`config.mk`:
```
export PLATFORM = sky130hd
export DESIGN_NAME = dpi_stream_sequencer
export DESIGN_NICKNAME = d
export VERILOG_FILES = /design/src/rtl/dpi_seq_pkg.sv /design/src/rtl/dpi_stream_table.sv /design/src/rtl/dpi_stream_sequencer.sv
export SDC_FILE = /design/constraint.sdc
export NUM_CORES = 2
export LEC_CHECK = 0
export ABC_CLOCK_PERIOD_IN_PS = 8039
export BUFFER_PORTS_ARGS = -buffer_cell sky130_fd_sc_hd__buf_4
export CORE_ASPECT_RATIO = 1.5
export CORE_MARGIN = 8
export CORE_UTILIZATION = 45
export DETAILED_ROUTE_END_ITERATION = 12
export MAX_ROUTING_LAYER = met4
export PLACE_DENSITY_LB_ADDON = 0.1
export RECOVER_POWER = 50
export SLEW_MARGIN = 30
export SYNTH_ARGS = -nofsm -noshare
export SYNTH_HDL_FRONTEND = slang
export SYNTH_SLANG_ARGS = --single-unit
export TNS_END_PERCENT = 5
```
`constraint.sdc`:
```
create_clock -name clk -period 8.04 [get_ports clk]
set_input_delay 0 -clock clk [delete_from_list [all_inputs] [get_ports clk]]
set_output_delay 0 -clock clk [all_outputs]
set_load 0.02 [all_outputs]
```
`src/rtl/dpi_seq_pkg.sv`:
```
// Shared widths and FSM encoding for the DPI stream sequencer and its stream table.
package dpi_seq_pkg;

    localparam int unsigned STREAM_ID_W = 6;
    localparam int unsigned NUM_STREAMS = 64;
    localparam int unsigned DATA_W      = 8;
    localparam int unsigned GAP_CNT_W   = 8;

    typedef enum logic [2:0] {
        IDLE,
        LOAD,
        GAP,
        STREAM,
        DRAIN,
        EOP
    } seq_state_e;

endpackage

```
`src/rtl/dpi_stream_table.sv`:
```
// Per-stream seen bitmap and regex enable-mask table with combinational lookup.
module dpi_stream_table
    import dpi_seq_pkg::*;
#(
    parameter int unsigned NUM_REGEX = 16
) (
    input  logic                   clk,
    input  logic                   rst_n,
    input  logic                   cfg_we_i,
    input  logic [STREAM_ID_W-1:0] cfg_id_i,
    input  logic [NUM_REGEX-1:0]   cfg_mask_i,
    input  logic                   clr_i,
    input  logic [STREAM_ID_W-1:0] clr_id_i,
    input  logic                   set_i,
    input  logic [STREAM_ID_W-1:0] set_id_i,
    input  logic [STREAM_ID_W-1:0] rd_id_i,
    output logic [NUM_REGEX-1:0]   rd_mask_c,
    output logic                   rd_seen_c
);

    logic [NUM_STREAMS-1:0] seen_q, seen_d;
    logic [NUM_REGEX-1:0]   mask_q [NUM_STREAMS];

    // Clear is applied after set so a same-cycle clear of the committing stream wins.
    always_comb begin
        seen_d = seen_q;
        if (set_i) seen_d[set_id_i] = 1'b1;
        if (clr_i) seen_d[clr_id_i] = 1'b0;
    end

    always_ff @(posedge clk) begin
        if (!rst_n) begin
            seen_q <= '0;
        end else begin
            seen_q <= seen_d;
        end
    end

    always_ff @(posedge clk) begin
        if (!rst_n) begin
            for (int unsigned i = 0; i < NUM_STREAMS; i++) begin
                mask_q[i] <= '0;
            end
        end else if (cfg_we_i) begin
            mask_q[cfg_id_i] <= cfg_mask_i;
        end
    end

    // Reads see the pre-write contents when a write lands in the same cycle.
    assign rd_mask_c = mask_q[rd_id_i];
    assign rd_seen_c = seen_q[rd_id_i];

endmodule

```
`src/rtl/dpi_stream_sequencer.sv`:
```
// Drives the load/stream/eop sequence for the per-regex matcher wrappers.
// Define DPI_SEQ_STATS_EN to add saturating pkt_count / drop_count outputs.
module dpi_stream_sequencer
    import dpi_seq_pkg::*;
#(
    parameter int unsigned NUM_REGEX = 16,
    parameter int unsigned LOAD_GAP  = 1,
    parameter int unsigned EOP_GAP   = 1
) (
    input  logic                   clk,
    input  logic                   rst_n,
    input  logic                   in_vld,
    output logic                   in_ready,
    input  logic [DATA_W-1:0]      in_data,
    input  logic                   in_sop,
    input  logic                   in_eop,
    input  logic [STREAM_ID_W-1:0] in_stream_id,
    input  logic                   cfg_we,
    input  logic [STREAM_ID_W-1:0] cfg_stream_id,
    input  logic [NUM_REGEX-1:0]   cfg_mask,
    input  logic                   clr_vld,
    input  logic [STREAM_ID_W-1:0] clr_stream_id,
    output logic                   load_state,
    output logic [STREAM_ID_W-1:0] stream_id,
    output logic                   new_stream_id,
    output logic [DATA_W-1:0]      char_in,
    output logic                   char_in_vld,
    output logic                   eop,
    output logic [NUM_REGEX-1:0]   enable
`ifdef DPI_SEQ_STATS_EN
    ,
    output logic [15:0]            pkt_count,
    output logic [15:0]            drop_count
`endif
);

    seq_state_e             state_q, state_d;
    logic [GAP_CNT_W-1:0]   gap_q, gap_d;
    logic                   rdy_c;
    logic                   start_c;
    logic                   accept_c;
    logic [NUM_REGEX-1:0]   tbl_mask_c;
    logic                   tbl_seen_c;

    logic [STREAM_ID_W-1:0] sid_q;
    logic [NUM_REGEX-1:0]   en_q;
    logic                   new_q;
    logic                   load_q;
    logic [DATA_W-1:0]      char_q;
    logic                   char_vld_q;
    logic                   eop_q;

    // Next-state: the SOP beat is only peeked in IDLE and consumed later in STREAM.
    always_comb begin
        state_d  = state_q;
        gap_d    = gap_q;
        rdy_c    = 1'b0;
        start_c  = 1'b0;
        accept_c = 1'b0;
        case (state_q)
            IDLE: begin
                rdy_c = in_vld && !in_sop;
                if (in_vld && in_sop) begin
                    start_c = 1'b1;
                    state_d = LOAD;
                end
            end
            LOAD: begin
                state_d = GAP;
                gap_d   = GAP_CNT_W'(LOAD_GAP - 1);
            end
            GAP: begin
                if (gap_q == '0) state_d = STREAM;
                else             gap_d   = gap_q - GAP_CNT_W'(1);
            end
            STREAM: begin
                rdy_c    = 1'b1;
                accept_c = in_vld;
                if (in_vld && in_eop) begin
                    state_d = DRAIN;
                    gap_d   = GAP_CNT_W'(EOP_GAP - 1);
                end
            end
            DRAIN: begin
                if (gap_q == '0) state_d = EOP;
                else             gap_d   = gap_q - GAP_CNT_W'(1);
            end
            EOP: begin
                state_d = IDLE;
            end
            default: begin
                state_d = IDLE;
            end
        endcase
    end

    assign in_ready = rst_n && rdy_c;

    always_ff @(posedge clk) begin
        if (!rst_n) begin
            state_q    <= IDLE;
            gap_q      <= '0;
            sid_q      <= '0;
            en_q       <= '0;
            new_q      <= 1'b0;
            load_q     <= 1'b0;
            char_q     <= '0;
            char_vld_q <= 1'b0;
            eop_q      <= 1'b0;
        end else begin
            state_q    <= state_d;
            gap_q      <= gap_d;
            load_q     <= start_c;
            char_vld_q <= accept_c;
            eop_q      <= (state_q == DRAIN) && (gap_q == '0);
            if (accept_c) char_q <= in_data;
            if (start_c) begin
                sid_q <= in_stream_id;
                en_q  <= tbl_mask_c;
                new_q <= !tbl_seen_c;
            end
        end
    end

    dpi_stream_table #(
        .NUM_REGEX (NUM_REGEX)
    ) u_table (
        .clk        (clk),
        .rst_n      (rst_n),
        .cfg_we_i   (cfg_we),
        .cfg_id_i   (cfg_stream_id),
        .cfg_mask_i (cfg_mask),
        .clr_i      (clr_vld),
        .clr_id_i   (clr_stream_id),
        .set_i      (state_q == EOP),
        .set_id_i   (sid_q),
        .rd_id_i    (in_stream_id),
        .rd_mask_c  (tbl_mask_c),
        .rd_seen_c  (tbl_seen_c)
    );

    assign load_state    = load_q;
    assign stream_id     = sid_q;
    assign new_stream_id = new_q;
    assign char_in       = char_q;
    assign char_in_vld   = char_vld_q;
    assign eop           = eop_q;
    assign enable        = en_q;

`ifdef DPI_SEQ_STATS_EN
    logic [15:0] pkt_q;
    logic [15:0] drop_q;
    logic        drop_c;

    assign drop_c = (state_q == IDLE) && in_vld && !in_sop;

    // Saturating event counters.
    always_ff @(posedge clk) begin
        if (!rst_n) begin
            pkt_q  <= '0;
            drop_q <= '0;
        end else begin
            if ((state_q == EOP) && (pkt_q != 16'hFFFF)) pkt_q  <= pkt_q + 16'd1;
            if (drop_c && (drop_q != 16'hFFFF))          drop_q <= drop_q + 16'd1;
        end
    end

    assign pkt_count  = pkt_q;
    assign drop_count = drop_q;
`endif

endmodule

```
After elaboration in Yosys (flattened, before gate mapping)
Memories as Yosys holds them, arrays and structs flattened. A register that Yosys moved wholly into a read port is not among the register bits.
Index checks and enable logic that the tools add are counted.
{"block": "totals", "regBits": 93, "ram_bits": 1024, "input_bits": 49, "output_inout_bits": 35, "elab_cells": 73, "mem_count": 1}
{"name": "u_table.mask_q", "depth": 64, "word_bits": 16, "rd": 1, "rd_clocked_by_memory_dff": 1, "write_ports": 64, "line": "dpi_stream_table.sv:22", "rtl": "logic [NUM_REGEX-1:0] mask_q [NUM_STREAMS];"}
{"block": "classes", "n_addsub": 1, "magnitude_cmp": 5, "eq_ne": 10, "muxes": 27, "bitwise_logic": 3, "n_reduce_logical": 17}
{"operator": "64-bit 2-to-1 mux", "count": 2}
{"operator": "64-bit bitwise AND", "count": 1}
{"operator": "64-bit NOT", "count": 1}
{"operator": "64-bit bitwise OR", "count": 1}
{"operator": "8-bit one-hot mux with 3 select lines", "count": 1}
{"operator": "6-bit by 7-bit < comparator with 1-bit output (second input constant)", "count": 3}
{"operator": "16-bit 2-to-1 mux", "count": 1}
{"operator": "8-bit 2-to-1 mux", "count": 2}
{"operator": "16-bit OR reduction", "count": 1}
{"operator": "3-bit one-hot mux with 5 select lines", "count": 1}
{"operator": "1-bit demux with 6-bit select", "count": 2}
{"operator": "6-bit by 1-bit >= comparator with 1-bit output (second input constant)", "count": 2}
{"operator": "3-bit 2-to-1 mux", "count": 4}
{"operator": "1-bit 2-to-1 mux", "count": 11}
{"operator": "2-bit != test (second input constant)", "count": 5}
{"operator": "8-bit logical NOT", "count": 1}
{"operator": "8-bit by 1-bit subtractor with 8-bit output (second input constant)", "count": 1}
{"operator": "1-bit logical AND", "count": 7}
{"operator": "1-bit binary-select mux with 6-bit select", "count": 1}
{"operator": "3-bit by 2-bit equality test with 1-bit output (second input constant)", "count": 2}
{"operator": "3-bit equality test (second input constant)", "count": 2}
{"operator": "6-bit 2-to-1 mux", "count": 1}
{"operator": "4-bit AND reduction", "count": 1}
{"operator": "3-bit by 1-bit equality test with 1-bit output (second input constant)", "count": 1}
{"operator": "other kinds (6)", "count": 8}

Logic depth before layout (Yosys ltp)
{"block": "logic_depth", "ltp_word": 8, "ltp_mapped": 10, "depth_no_buf": 8}

Modules after synthesis
A second synthesis with hierarchy kept.
{"block": "hier_totals", "hier_cells": 3598, "area_unflattened_um2": 51891.0}
{"mod": "dpi_stream_table", "instances": 1, "cells_each": 3378, "area_per_inst_um2": 49987.9}
{"mod": "dpi_stream_sequencer", "instances": 1, "cells_each": 220, "area_per_inst_um2": 1903.1}

Worst setup path before layout
No wires, ideal clock.
{"block": "synth_path", "path_type": "in2reg", "from": "input cfg_stream_id[1]", "to": "memory u_table.mask_q[57][0], enable pin", "arrival_ns": 2.189, "slack_ns": 5.440, "stages": 5, "n_path_buf": 2, "path_cell_list": "buf_2 > or3b_1 > or2_1 > buf_2 > o21ai_0"}
{"item": "from (decl)", "line": "dpi_stream_sequencer.sv:19", "rtl": "input logic [STREAM_ID_W-1:0] cfg_stream_id,"}
{"item": "to (decl)", "line": "dpi_stream_table.sv:22"}

==> impl_results.md <==
- Arr. time, crit path: between 4 and 5 ns
- Multi-input gate area: 17,400 sq um
- Area share of fa/ha/maj cells after synthesis: less than 1%
- Total CTS buffers: about 110
- HPWL after detailed placement: just under 100,000 um
- Clk slew on worst S/H paths: about 0.060 ns
- First-pass GRT wire length: ~230,000 um
- Slowest-stage cell, CP: clkbuf_1
- Routed len/inst: about 30 um
- Clock group share of total power: 40.1%
- Mapped Cells: approximately 3,800
- Failing checks: capacitance limit, slew limit
- CTS-repair resized insts: 0
- Register share of total power: between 50 and 60%
- Yosys top cell area share: between 50 and 60%
- Initial antenna violation count: 16
- Sequential element share of the synthesized area: between 60% and 70%
- Core Box Area: approximately 110,000 sq um
- CTS hold repair buffers: roughly 50
- Synth Flop Type: edfxtp_1
- Synth Register Bits: around 1,100
- Sequential Area: 32,900 sq um
- GP Congestion: 0.874
- Max-capacitance violation count: 3
- Hold Path Class: input port to flop
- Initial Util: 45.2%
- Crit path cell chain: dlygate4sd3_1, buf_4, clkbuf_1, o21ai_0, clkbuf_1
- Clk sinks: around 1,100
- Routed vias: ~32,000
- Total I/O pin count: 84
- Pint: 10.1 mW
- ANT nets after route: 0
- Root Buffer: clkbuf_16
- Total grt overflow: 0
- Vias in the first global route: 32,200
- Min cycle time layout: approximately 4.5 ns
- Post-synth EDFFs: roughly 1,000
- Synth area leaders: edfxtp_1 59%, and2_1 12%, mux4_2 6.0%, mux2i_1 5.4%, dfxtp_1 4.2%
- RSZ-0062 raised after global routing: no
- Max incr delay on CP: 2.51 ns
- Setup Crit Path Kind: input port to flop
- Post-layout nets: 3,859
- Die height: around 430 um
- Mapped Area: roughly 52,000 sq um
- Setup Total Neg Slack: 0 ns
- Mean Syn Cell Area: roughly 14 sq um
- Pwr per Cell Area: 228 nW/um^2
- Clock latency on the worst-skew pair: just over 0.7 ns
- Top cell type by total area after synthesis: edfxtp_1
- Syn nets: slightly below 4,000
- Synth unique cells: 60
- Most common cell on crit path: clkbuf_1
- Setup Skew: about 0.033 ns
- Mux contribution to synthesized area: ~11%
- DRC: 0
- Total GRT Usage: 25.7%
- Postcts setup bufs: 0
- Area growth from synthesis to layout: 11.4%
- Post-Layout Inst Area: around 58,000 sq um
- Asr flop ratio synth: 0%
- Setup Viol. Count Final: 0
- Logic pwr share: slightly above 8%
- Post-Synth Simple-Gate Area: approximately 17%
- Final clock period utilization by the worst path: between 50% and 60%
- Worst-path fanout max: 95
- 1st-iter DRT viols: around 3,200
- H-tree depth: 3
- Area after DPL: approximately 54,000 sq um
- Die area: about 130,000 sq um
- Post-synthesis compound-gate area fraction: between 5 and 6%
- Psw: a little over 3 mW
- Leakage power: 19.8 nW
- Post-Route WL: 160,000 um
- Max clock buf depth: 3
- Slew @ Worst Pin: 3.52 ns
- PortBufs: between 80 and 90
- Largest net degree at the start of global routing: approximately 110
- Startpoint types: input port
- Main combinational cell family by area after synthesis: simple AND/OR/NAND/NOR gates
- VDD IR max: ~0.00018 V
- Layout Utilization: 50.4%
- Most common library cells after synthesis: 1,030 x and2_1, 1,024 x edfxtp_1, 277 x mux2i_1
- First-pass iteration count of the detailed router: 6
- Die width: between 200 and 300 um
- Fin. max-slew vios: between 100 and 150
- DR vias/cell: just under 6
- CP endpoint kind: flop
- Critical path required time: between 8 and 9 ns
- # fillers: roughly 9,800
- Final hold vios: 0
- Most frequent cell after synthesis: and2_1
- Status: finished with violations
- Cell Rows: approximately 150
- TritonCTS clock tree: built
- Layout cells sized above 1: a little under an eighth
- Switch share: a little under a quarter
- Post-Synth XOR/XNOR Area: less than 1%
- Syn. warnings: 0
- Rel. slew slack: -135%
- Highest clock rate: ~220 MHz
final cells by class:
cell class / instances / share of cell area, %
inverters: 5 / 0.0326
multi-input cells: 2325 / 30.3
diodes: 24 / 0.104
clock inverters: 60 / 1.13
well taps: 1540 / 3.35
clock buffers: 138 / 5.14
flip-flops and latches: 1133 / 57.2
repair buffers: 235 / 2.81
per-stage QoR:
step                hold WS [ns]  setup WS (ns)  power (mW)  instances
floorplan                  0.145           5.44        7.51       3811
global placement           0.267           4.54        7.97       5186
CTS                      0.00210           4.68        13.2       5435
finish                    0.0589           3.52        13.2       5460
global route              0.0757           3.09        13.5       5449
detailed placement         0.277           4.55        8.00       5186
placed cells by master, fill, tap and decap left out, types with 108 or more instances in the layout:
master	count
mux2i_1	277
dfxtp_1	109
mux4_2	137
edfxtp_1	1024
a22oi_1	158
and2_1	831
clkbuf_16	112
nor2_1	112
clkbuf_1	108
and2_0	197
power groups by stage:
stage          clock [mW]  combinational, mW  sequential, mW
2_1_floorplan           0              0.616            6.90
3_3_place_gp            0               1.05            6.91
3_5_place_dp            0               1.07            6.93
4_1_cts              5.35               1.09            6.81
5_1_grt              5.55               1.11            6.83
6_report             5.28               1.06            6.81
kinds of logic (layout without fill, tap and decap cells):
group           count (synthesis)  after routing
simple gates                 1470           1470
flops                        1133           1133
compound gates                432            432
mux                           414            414
buf+inv                       353            438
xor+xnor                        7              7
fa+ha+maj                       2              2
other cells                     0             24
worst paths after layout:
| path | startpoint | end | slack, ns | cells after the start |
|---|---|---|---|---|
| worst min register to register | u_table.seen_q[34]$_SDFF_PN0_ | u_table.seen_q[34]$_SDFF_PN0_ | 0.48 | 2 |
| worst max register to register | state_q[1]$_SDFFE_PN0P_ | enable[14]$_SDFFE_PN0P_ | 5.04 | 6 |
| worst min-delay path | cfg_mask[8] | u_table.mask_q[52][8]$_SDFFCE_PN0P_ | 0.06 | 2 |
| worst max-delay path | rst_n | u_table.mask_q[29][1]$_SDFFCE_PN0P_ | 3.52 | 5 |
layer usage:
layer / share of wire, % / global-route usage (%)
met5: 0 / -
met4: 5.8 / 14.0
met3: 5.1 / 2.77
met2: 51 / 43.4
met1: 38 / 30.1
flip-flops by register name (all words and copies together), names as in the netlist:
signal	flops
u_table.seen_q	64
load_state	1
stream_id	6
char_in	8
char_in_vld	1
gap_q	8
enable	16
state_q	3
eop	1
u_table.mask_q	1024
new_stream_id	1
worst max-delay path: cells and delay by family:
kind / cells / cell delay (ns)
AO/OA/AOI/OAI: 1 / 0.40
buffers and inverters: 4 / 4.36
Note: power is estimated with default switching activity, not from simulation.
